--- config.mk ---
export PLATFORM = sky130hd
export DESIGN_NAME = adc_scan_sequencer_flat
export DESIGN_NICKNAME = d
export VERILOG_FILES = /design/src/rtl/adc_scan_sequencer_pkg.sv /design/src/rtl/adc_scan_sequencer_if.sv /design/src/rtl/adc_scan_sequencer_hyst.sv /design/src/rtl/adc_scan_sequencer.sv /design/src/flat_wrapper.sv
export SDC_FILE = /design/constraint.sdc
export NUM_CORES = 1
export LEC_CHECK = 0
export ABC_AREA = 1
export CELL_PAD_IN_SITES_DETAIL_PLACEMENT = 0
export CELL_PAD_IN_SITES_GLOBAL_PLACEMENT = 1
export CORE_ASPECT_RATIO = 1.4
export CORE_MARGIN = 2
export CORE_UTILIZATION = 37
export CTS_CLUSTER_DIAMETER = 30
export DETAILED_ROUTE_END_ITERATION = 7
export PLACE_DENSITY_LB_ADDON = 0.1
export RECOVER_POWER = 50
export SYNTH_ARGS = -nofsm -noshare
export SYNTH_HDL_FRONTEND = slang
export SYNTH_SLANG_ARGS = --single-unit
--- constraint.sdc ---
create_clock -name clk -period 1.6 [get_ports clk]
set_clock_uncertainty 0.2 [all_clocks]
set_input_delay 0.32 -clock clk [delete_from_list [all_inputs] [get_ports clk]]
set_output_delay 0.32 -clock clk [all_outputs]
set_load 0.03 [all_outputs]
--- src/rtl/adc_scan_sequencer_pkg.sv ---
// Shared types for the ADC scan sequencer: sample width, scan FSM states and
// the hysteresis update rule used by every channel cell.
package adc_pkg;

  localparam int ADC_W = 12;

  typedef logic [ADC_W-1:0] adc_sample_t;

  typedef enum logic [2:0] {
    S_IDLE    = 3'd0,
    S_START   = 3'd1,
    S_CONVERT = 3'd2,
    S_NEXT    = 3'd3,
    S_DONE    = 3'd4
  } scan_state_t;

  // Strict compares: a result sitting exactly on a threshold keeps the old state
  function automatic logic hyst_next(input logic cur, input adc_sample_t data,
                                     input adc_sample_t high, input adc_sample_t low);
    logic nxt;
    if (data < low) begin
      nxt = 1'b0;
    end else if (data > high) begin
      nxt = 1'b1;
    end else begin
      nxt = cur;
    end
    return nxt;
  endfunction

endpackage

--- src/rtl/adc_scan_sequencer_if.sv ---
// Handshake between the scan sequencer (master) and the ADC interface block
// (slave): start/channel request out, done/data strobe back.
interface adc_scan_sequencer_if #(
  parameter int N_CH = 4
);
  import adc_pkg::*;

  localparam int CH_W = (N_CH > 1) ? $clog2(N_CH) : 1;

  logic            adc_start;
  logic [CH_W-1:0] adc_ch;
  logic            adc_done;
  adc_sample_t     adc_data;

  modport master (
    output adc_start,
    output adc_ch,
    input  adc_done,
    input  adc_data
  );

  modport slave (
    input  adc_start,
    input  adc_ch,
    output adc_done,
    output adc_data
  );

endinterface

--- src/rtl/adc_scan_sequencer_hyst.sv ---
// One proximity channel's clear/blocked state with set/reset thresholds; a
// conversion timeout forces the channel to blocked.
module adc_hyst_cell
  import adc_pkg::*;
#(
  parameter adc_sample_t HIGH = 12'd3000,
  parameter adc_sample_t LOW  = 12'd1000
) (
  input  logic        clk,
  input  logic        rst,
  input  logic        upd,
  input  logic        force_clr,
  input  adc_sample_t data,
  output logic        clear
);

  logic r_clear;

  // Channel state register; a forced clear outranks a same-cycle update
  always_ff @(posedge clk or posedge rst) begin
    if (rst) begin
      r_clear <= 1'b0;
    end else if (force_clr) begin
      r_clear <= 1'b0;
    end else if (upd) begin
      r_clear <= hyst_next(r_clear, data, HIGH, LOW);
    end else begin
      r_clear <= r_clear;
    end
  end

  assign clear = r_clear;

endmodule

--- src/rtl/adc_scan_sequencer.sv ---
// Periodic ADC scan sequencer: divides clk into scan ticks, walks the latched
// channel mask one conversion at a time and publishes a go/no-go per scan.
module adc_scan_sequencer
  import adc_pkg::*;
#(
  parameter int          N_CH        = 4,
  parameter int          CLK_HZ      = 25000000,
  parameter int          SAMPLE_HZ   = 1000,
  parameter adc_sample_t HIGH        = 12'd3000,
  parameter adc_sample_t LOW         = 12'd1000,
  parameter int          TIMEOUT_CYC = 1024
) (
  input  logic                 clk,
  input  logic                 rst,
  input  logic                 enable,
  input  logic [N_CH-1:0]      ch_mask,
  adc_scan_sequencer_if.master adc_bus,
  output logic [N_CH-1:0]      ch_clear,
  output logic                 can_move_fwd,
  output logic                 scan_done,
  output logic                 timeout_err,
  output logic                 overrun_err,
  input  logic                 err_clr
);

  localparam int CH_W   = (N_CH > 1) ? $clog2(N_CH) : 1;
  localparam int PERIOD = CLK_HZ / SAMPLE_HZ;
  localparam int DIV_W  = (PERIOD > 1) ? $clog2(PERIOD) : 1;
  localparam int TMO_W  = (TIMEOUT_CYC > 1) ? $clog2(TIMEOUT_CYC) : 1;
  localparam logic [DIV_W-1:0] DIV_LAST = DIV_W'(PERIOD - 1);
  localparam logic [TMO_W-1:0] TMO_LAST = TMO_W'(TIMEOUT_CYC - 1);

  scan_state_t     r_state;
  logic [DIV_W-1:0] r_div;
  logic [TMO_W-1:0] r_tmo_cnt;
  logic [N_CH-1:0] r_mask;
  logic [CH_W-1:0] r_ch;
  logic            r_adc_start;
  logic            r_scan_done;
  logic            r_can_move_fwd;
  logic            r_timeout_err;
  logic            r_overrun_err;

  logic            w_tick;
  logic            w_conv_done;
  logic            w_timeout;
  logic [CH_W-1:0] w_first_idx;
  logic            w_first_ok;
  logic [CH_W-1:0] w_next_idx;
  logic            w_next_ok;
  logic [N_CH-1:0] w_upd;
  logic [N_CH-1:0] w_force;

  // Free-running scan-rate divider, independent of enable
  always_ff @(posedge clk or posedge rst) begin
    if (rst) begin
      r_div <= '0;
    end else if (r_div == DIV_LAST) begin
      r_div <= '0;
    end else begin
      r_div <= r_div + DIV_W'(1);
    end
  end

  assign w_tick      = (r_div == DIV_LAST);
  assign w_conv_done = (r_state == S_CONVERT) && adc_bus.adc_done;
  assign w_timeout   = (r_state == S_CONVERT) && !adc_bus.adc_done && (r_tmo_cnt == TMO_LAST);

  // Mask walker: lowest set bit of the live mask, next set bit above r_ch in the latched one
  always_comb begin
    w_first_idx = '0;
    w_first_ok  = 1'b0;
    w_next_idx  = '0;
    w_next_ok   = 1'b0;
    for (int i = N_CH - 1; i >= 0; i--) begin
      w_first_idx = ch_mask[i] ? CH_W'(i) : w_first_idx;
      w_first_ok  = w_first_ok | ch_mask[i];
      w_next_idx  = (r_mask[i] && (i > int'(r_ch))) ? CH_W'(i) : w_next_idx;
      w_next_ok   = w_next_ok | (r_mask[i] && (i > int'(r_ch)));
    end
  end

  // Per-channel update/force strobes for the channel currently converting
  always_comb begin
    w_upd   = '0;
    w_force = '0;
    for (int i = 0; i < N_CH; i++) begin
      w_upd[i]   = w_conv_done && (r_ch == CH_W'(i));
      w_force[i] = w_timeout && (r_ch == CH_W'(i));
    end
  end

  for (genvar g = 0; g < N_CH; g++) begin : g_cell
    adc_hyst_cell #(
      .HIGH (HIGH),
      .LOW  (LOW)
    ) u_cell (
      .clk       (clk),
      .rst       (rst),
      .upd       (w_upd[g]),
      .force_clr (w_force[g]),
      .data      (adc_bus.adc_data),
      .clear     (ch_clear[g])
    );
  end

  // Scan FSM with registered start/select/done outputs
  always_ff @(posedge clk or posedge rst) begin
    if (rst) begin
      r_state        <= S_IDLE;
      r_tmo_cnt      <= '0;
      r_mask         <= '0;
      r_ch           <= '0;
      r_adc_start    <= 1'b0;
      r_scan_done    <= 1'b0;
      r_can_move_fwd <= 1'b0;
    end else begin
      r_adc_start <= 1'b0;
      r_scan_done <= 1'b0;
      case (r_state)
        S_IDLE: begin
          if (w_tick && enable) begin
            r_mask <= ch_mask;
            if (w_first_ok) begin
              r_ch        <= w_first_idx;
              r_adc_start <= 1'b1;
              r_state     <= S_START;
            end else begin
              // An empty mask is never a permission to move
              r_can_move_fwd <= 1'b0;
              r_scan_done    <= 1'b1;
              r_state        <= S_DONE;
            end
          end
        end
        S_START: begin
          r_tmo_cnt <= '0;
          r_state   <= S_CONVERT;
        end
        S_CONVERT: begin
          if (adc_bus.adc_done || (r_tmo_cnt == TMO_LAST)) begin
            r_state <= S_NEXT;
          end else begin
            r_tmo_cnt <= r_tmo_cnt + TMO_W'(1);
          end
        end
        S_NEXT: begin
          if (w_next_ok) begin
            r_ch        <= w_next_idx;
            r_adc_start <= 1'b1;
            r_state     <= S_START;
          end else begin
            r_can_move_fwd <= &(ch_clear | ~r_mask);
            r_scan_done    <= 1'b1;
            r_state        <= S_DONE;
          end
        end
        S_DONE: begin
          r_state <= S_IDLE;
        end
        default: begin
          r_state <= S_IDLE;
        end
      endcase
    end
  end

  // Sticky error flags; a new event in the clear cycle keeps the flag set
  always_ff @(posedge clk or posedge rst) begin
    if (rst) begin
      r_timeout_err <= 1'b0;
      r_overrun_err <= 1'b0;
    end else begin
      if (w_timeout) begin
        r_timeout_err <= 1'b1;
      end else if (err_clr) begin
        r_timeout_err <= 1'b0;
      end else begin
        r_timeout_err <= r_timeout_err;
      end
      if (w_tick && (r_state != S_IDLE)) begin
        r_overrun_err <= 1'b1;
      end else if (err_clr) begin
        r_overrun_err <= 1'b0;
      end else begin
        r_overrun_err <= r_overrun_err;
      end
    end
  end

  assign adc_bus.adc_start = r_adc_start;
  assign adc_bus.adc_ch    = r_ch;
  assign scan_done         = r_scan_done;
  assign can_move_fwd      = r_can_move_fwd;
  assign timeout_err       = r_timeout_err;
  assign overrun_err       = r_overrun_err;

endmodule

--- src/flat_wrapper.sv ---
// flat-port wrapper written by rule: the top's interface ports become plain ports
module adc_scan_sequencer_flat import adc_pkg::*;
#(
  parameter int          N_CH        = 4,
  parameter int          CLK_HZ      = 25000000,
  parameter int          SAMPLE_HZ   = 1000,
  parameter adc_sample_t HIGH        = 12'd3000,
  parameter adc_sample_t LOW         = 12'd1000,
  parameter int          TIMEOUT_CYC = 1024
)
  (clk, rst, enable, ch_mask, ch_clear, can_move_fwd, scan_done, timeout_err, overrun_err, err_clr, adc_bus_adc_start, adc_bus_adc_ch, adc_bus_adc_done, adc_bus_adc_data);
  adc_scan_sequencer_if #(.N_CH(N_CH)) adc_bus_i ();
  input  logic clk;
  input  logic rst;
  input  logic enable;
  input  logic [N_CH-1:0] ch_mask;
  output logic [N_CH-1:0] ch_clear;
  output logic can_move_fwd;
  output logic scan_done;
  output logic timeout_err;
  output logic overrun_err;
  input  logic err_clr;
  output wire logic [$bits(adc_bus_i.adc_start)-1:0] adc_bus_adc_start;
  output wire logic [$bits(adc_bus_i.adc_ch)-1:0] adc_bus_adc_ch;
  input wire logic [$bits(adc_bus_i.adc_done)-1:0] adc_bus_adc_done;
  input wire logic [$bits(adc_bus_i.adc_data)-1:0] adc_bus_adc_data;
  assign adc_bus_adc_start = adc_bus_i.adc_start;
  assign adc_bus_adc_ch = adc_bus_i.adc_ch;
  assign adc_bus_i.adc_done = adc_bus_adc_done;
  assign adc_bus_i.adc_data = adc_bus_adc_data;
  adc_scan_sequencer #(.N_CH(N_CH), .CLK_HZ(CLK_HZ), .SAMPLE_HZ(SAMPLE_HZ), .HIGH(HIGH), .LOW(LOW), .TIMEOUT_CYC(TIMEOUT_CYC)) u_core (.clk(clk), .rst(rst), .enable(enable), .ch_mask(ch_mask), .adc_bus(adc_bus_i), .ch_clear(ch_clear), .can_move_fwd(can_move_fwd), .scan_done(scan_done), .timeout_err(timeout_err), .overrun_err(overrun_err), .err_clr(err_clr));
endmodule
==> results.toml <==
[synthesis]
synthArstFlopShare = 1.00
syn_area_mm2 = 0.00267
syn_area_per_cell_um2 = 7.18
ys_seq_area_frac = 0.403
synth_fp_nets = 395
postSynthCellCount = 372
ys_types = 29
synth-edff-count = 0
yosys_register_bits = 43
ys.flop_type = "dfrtp_1"
yosys_warnings = 0

[setup_path]
crit_arrival_ns = 1.04
slowest_delay_ns = 0.40
start_kind = "flip-flop"
regToRegStartpoint = "u_core.r_div[1]$_DFF_PP0_"
crit_buf_inv = 1
end_kind = "primary output"
critPathKind = "reg2out"
cpMaxStageDelayCell = "dlygate4sd2_1"
startpoint = "u_core.g_cell[1].u_cell.clear$_DFFE_PP0P_"
cp.required_ns = 1.08
crit_family = "buffers and inverters"
crit_fanout = 2
cp_cell_sequence = "dlygate4sd2_1"

[detailed_routing]
wl_per_cell_um = 12.1
antenna_left = 0
viasPerCell = 4.65
drt_first_iter_violations = 92
drc_errors = 0
first_pass_iters = 4
routed_wirelength_um = 6760
vias = 2602

[die]
die-width_um = 75.8
fp.dieH_um = 105
design.core.area_mm2 = 0.00698
start_util = 0.383
io_pins = 32
placementRows = 36
die-area_mm2 = 0.00793

[timing]
tightest_slew_ns = 0.619
rsz0062_at_grt = "yes"
setup_viol = 0
fin_setup_tns_ns = 0
drv_slew = 0
hold_slack_ns = 0.289
hold_viol = 0
fmax_mhz = 639
min_period_over_period = 0.978
fin_crit_ns = 1.56
slew_headroom = 0.587

[cells_and_area]
multi_input_area_mm2 = 0.00150
seq_area_mm2 = 0.00108
stdcell_count = 560
postLayoutCellArea_mm2 = 0.00378
drive_gt1_frac = 0.271
fin_nets = 487
fillerInstances = 718
area.growth.synth_to_final_pct = 41.6
num_antenna_cells = 0

[grt]
grt_overflow = 0
grt_pass1_wl_um = 11000
grt_pass1_vias = 2570
antenna_found_initial = 0
grt_max_degree = 44
grt_usage = 0.177

[placement]
place_area_mm2 = 0.00343
port_buffers = 31
dp.cells = 540
hpwl_um = 5060
place.gp.congestion = 0.859

[cts]
cts_htree_levels = 2
cts_buffer_depth = 2
cts_root_buf = "clkbuf_8"
cts_tree = "built"
cts.sinks = 43
numCtsBuffers = 5
clk_latency_ns = 0.30
clk_pin_slew_worst_paths_ns = 0.08
hold_buffers = 0

[power]
max-vdd-ir-drop_v = 0.000403
pwr_density_cell_mw_per_mm2 = 561
p_leak_nw = 1.93

[hold_path]
min_path_type = "reg2reg"
worstHoldStart = "u_core.can_move_fwd$_DFFE_PP0P_"

[run_status]
status = "finished clean"

[run]
cap_violations = 0
[through the flow]
step / setup slack [ns] / util / total power (W)
2_1_floorplan: -0.0145 / - / 0.00116
3_3_place_gp: -0.189 / 0.492 / 0.00125
3_5_place_dp: -0.178 / 0.492 / 0.00125
4_1_cts: 0.00302 / 0.519 / 0.00217
5_1_grt: -0.0587 / 0.542 / 0.00222
6_report: 0.0355 / 0.542 / 0.00212
[layout make-up]
| class | count | area share |
|---|---|---|
| clock buffers | 6 | 0.0218 |
| repair buffers | 89 | 0.197 |
| clock inverters | 2 | 0.00926 |
| flip-flops and latches | 43 | 0.286 |
| well taps | 95 | 0.0314 |
| multi-input cells | 265 | 0.395 |
| inverters | 60 | 0.0602 |
[layer usage]
layer	global-route usage	vias up	routed length, um
li1	-	1345	-
met1	0.208	1200	2830
met2	0.315	47	3610
met3	0.0231	10	198
met4	0.0639	0	114
met5	0	-	0
[cell usage in the layout (no fill, tap or decap), drive strengths merged, types with 2 or more instances in the layout]
cell,instances
nand2,113
buf,59
inv,59
nor2,51
dfrtp,43
nand3,40
clkdlybuf4s50,19
a21oi,11
o21ai,11
nand4,10
nor3,10
xor2,9
clkbuf,7
clkdlybuf4s15,6
or2,3
dlygate4sd2,3
o22ai,2
o21bai,2
ha,2
clkinv,2
[cells in the mapped netlist, types with 4 or more instances]
| library cell | count | area share |
|---|---|---|
| nor3_1 | 10 | 0.019 |
| buf_4 | 4 | 0.011 |
| inv_2 | 5 | 0.0070 |
| nand3_1 | 34 | 0.064 |
| xor2_1 | 9 | 0.029 |
| nand2_1 | 107 | 0.15 |
| nand4_1 | 10 | 0.023 |
| inv_1 | 54 | 0.076 |
| dfrtp_1 | 43 | 0.40 |
| nor2_1 | 43 | 0.060 |
| a21oi_1 | 9 | 0.017 |
| o21ai_0 | 6 | 0.011 |
| nand3_4 | 4 | 0.026 |
| nor2_2 | 5 | 0.012 |
| o21ai_1 | 4 | 0.0075 |
[kinds of logic (layout without fill, tap and decap cells)]
group                    Yosys count  in the layout  share of synthesized area
AND/OR/NAND/NOR                  226            227                      0.400
flip-flops                        43             43                      0.403
buffers and inverters             65            157                     0.0997
adder cells (fa/ha/maj)            2              2                    0.00936
AO/OA/AOI/OAI                     27             27                     0.0585
XOR/XNOR                           9              9                     0.0295
[path summary, 6_finish.rpt]
| check | to | slack (ns) | cells after the start |
|---|---|---|---|
| worst max register to register | u_core.r_mask[0]$_DFFE_PP0P_ | 0.04 | 8 |
| max in group asynchronous | u_core.adc_bus.adc_ch[0]$_DFFE_PP0P_ | 0.30 | 3 |
| worst min register to register | u_core.can_move_fwd$_DFFE_PP0P_ | 0.29 | 2 |
| worst min-delay path | u_core.can_move_fwd$_DFFE_PP0P_ | 0.29 | 2 |
| worst max-delay path | ch_clear[1] | 0.04 | 1 |
| min in group asynchronous | u_core.r_tmo_cnt[6]$_DFFE_PP0P_ | 0.45 | 3 |
[power breakdown]
group          switching (W)  total, W  internal, W
clock network       0.000389  0.000894     0.000506
registers         0.00000321   0.00109      0.00109
logic              0.0000662  0.000138    0.0000722
total               0.000458   0.00212      0.00167
[registers in the layout (all words and copies together), names as in the netlist]
| name | count |
|---|---|
| u_core.r_div | 15 |
| u_core.r_tmo_cnt | 10 |
| u_core.g_cell.u_cell.clear | 4 |
| u_core.r_mask | 4 |
| u_core.r_state | 3 |
| u_core.adc_bus.adc_ch | 2 |
| u_core.adc_bus.adc_start | 1 |
| u_core.can_move_fwd | 1 |
| u_core.overrun_err | 1 |
| u_core.scan_done | 1 |
| u_core.timeout_err | 1 |
[timing repair]
item / 4_1_cts / 5_1_grt
resized for setup: 15 / 38
pin swaps: 5 / 7
cloned: 1 / 0
buffers inserted: 6 / 5
setup endpoints to repair: 19 / 39
Power figures use the tool's default switching activity.
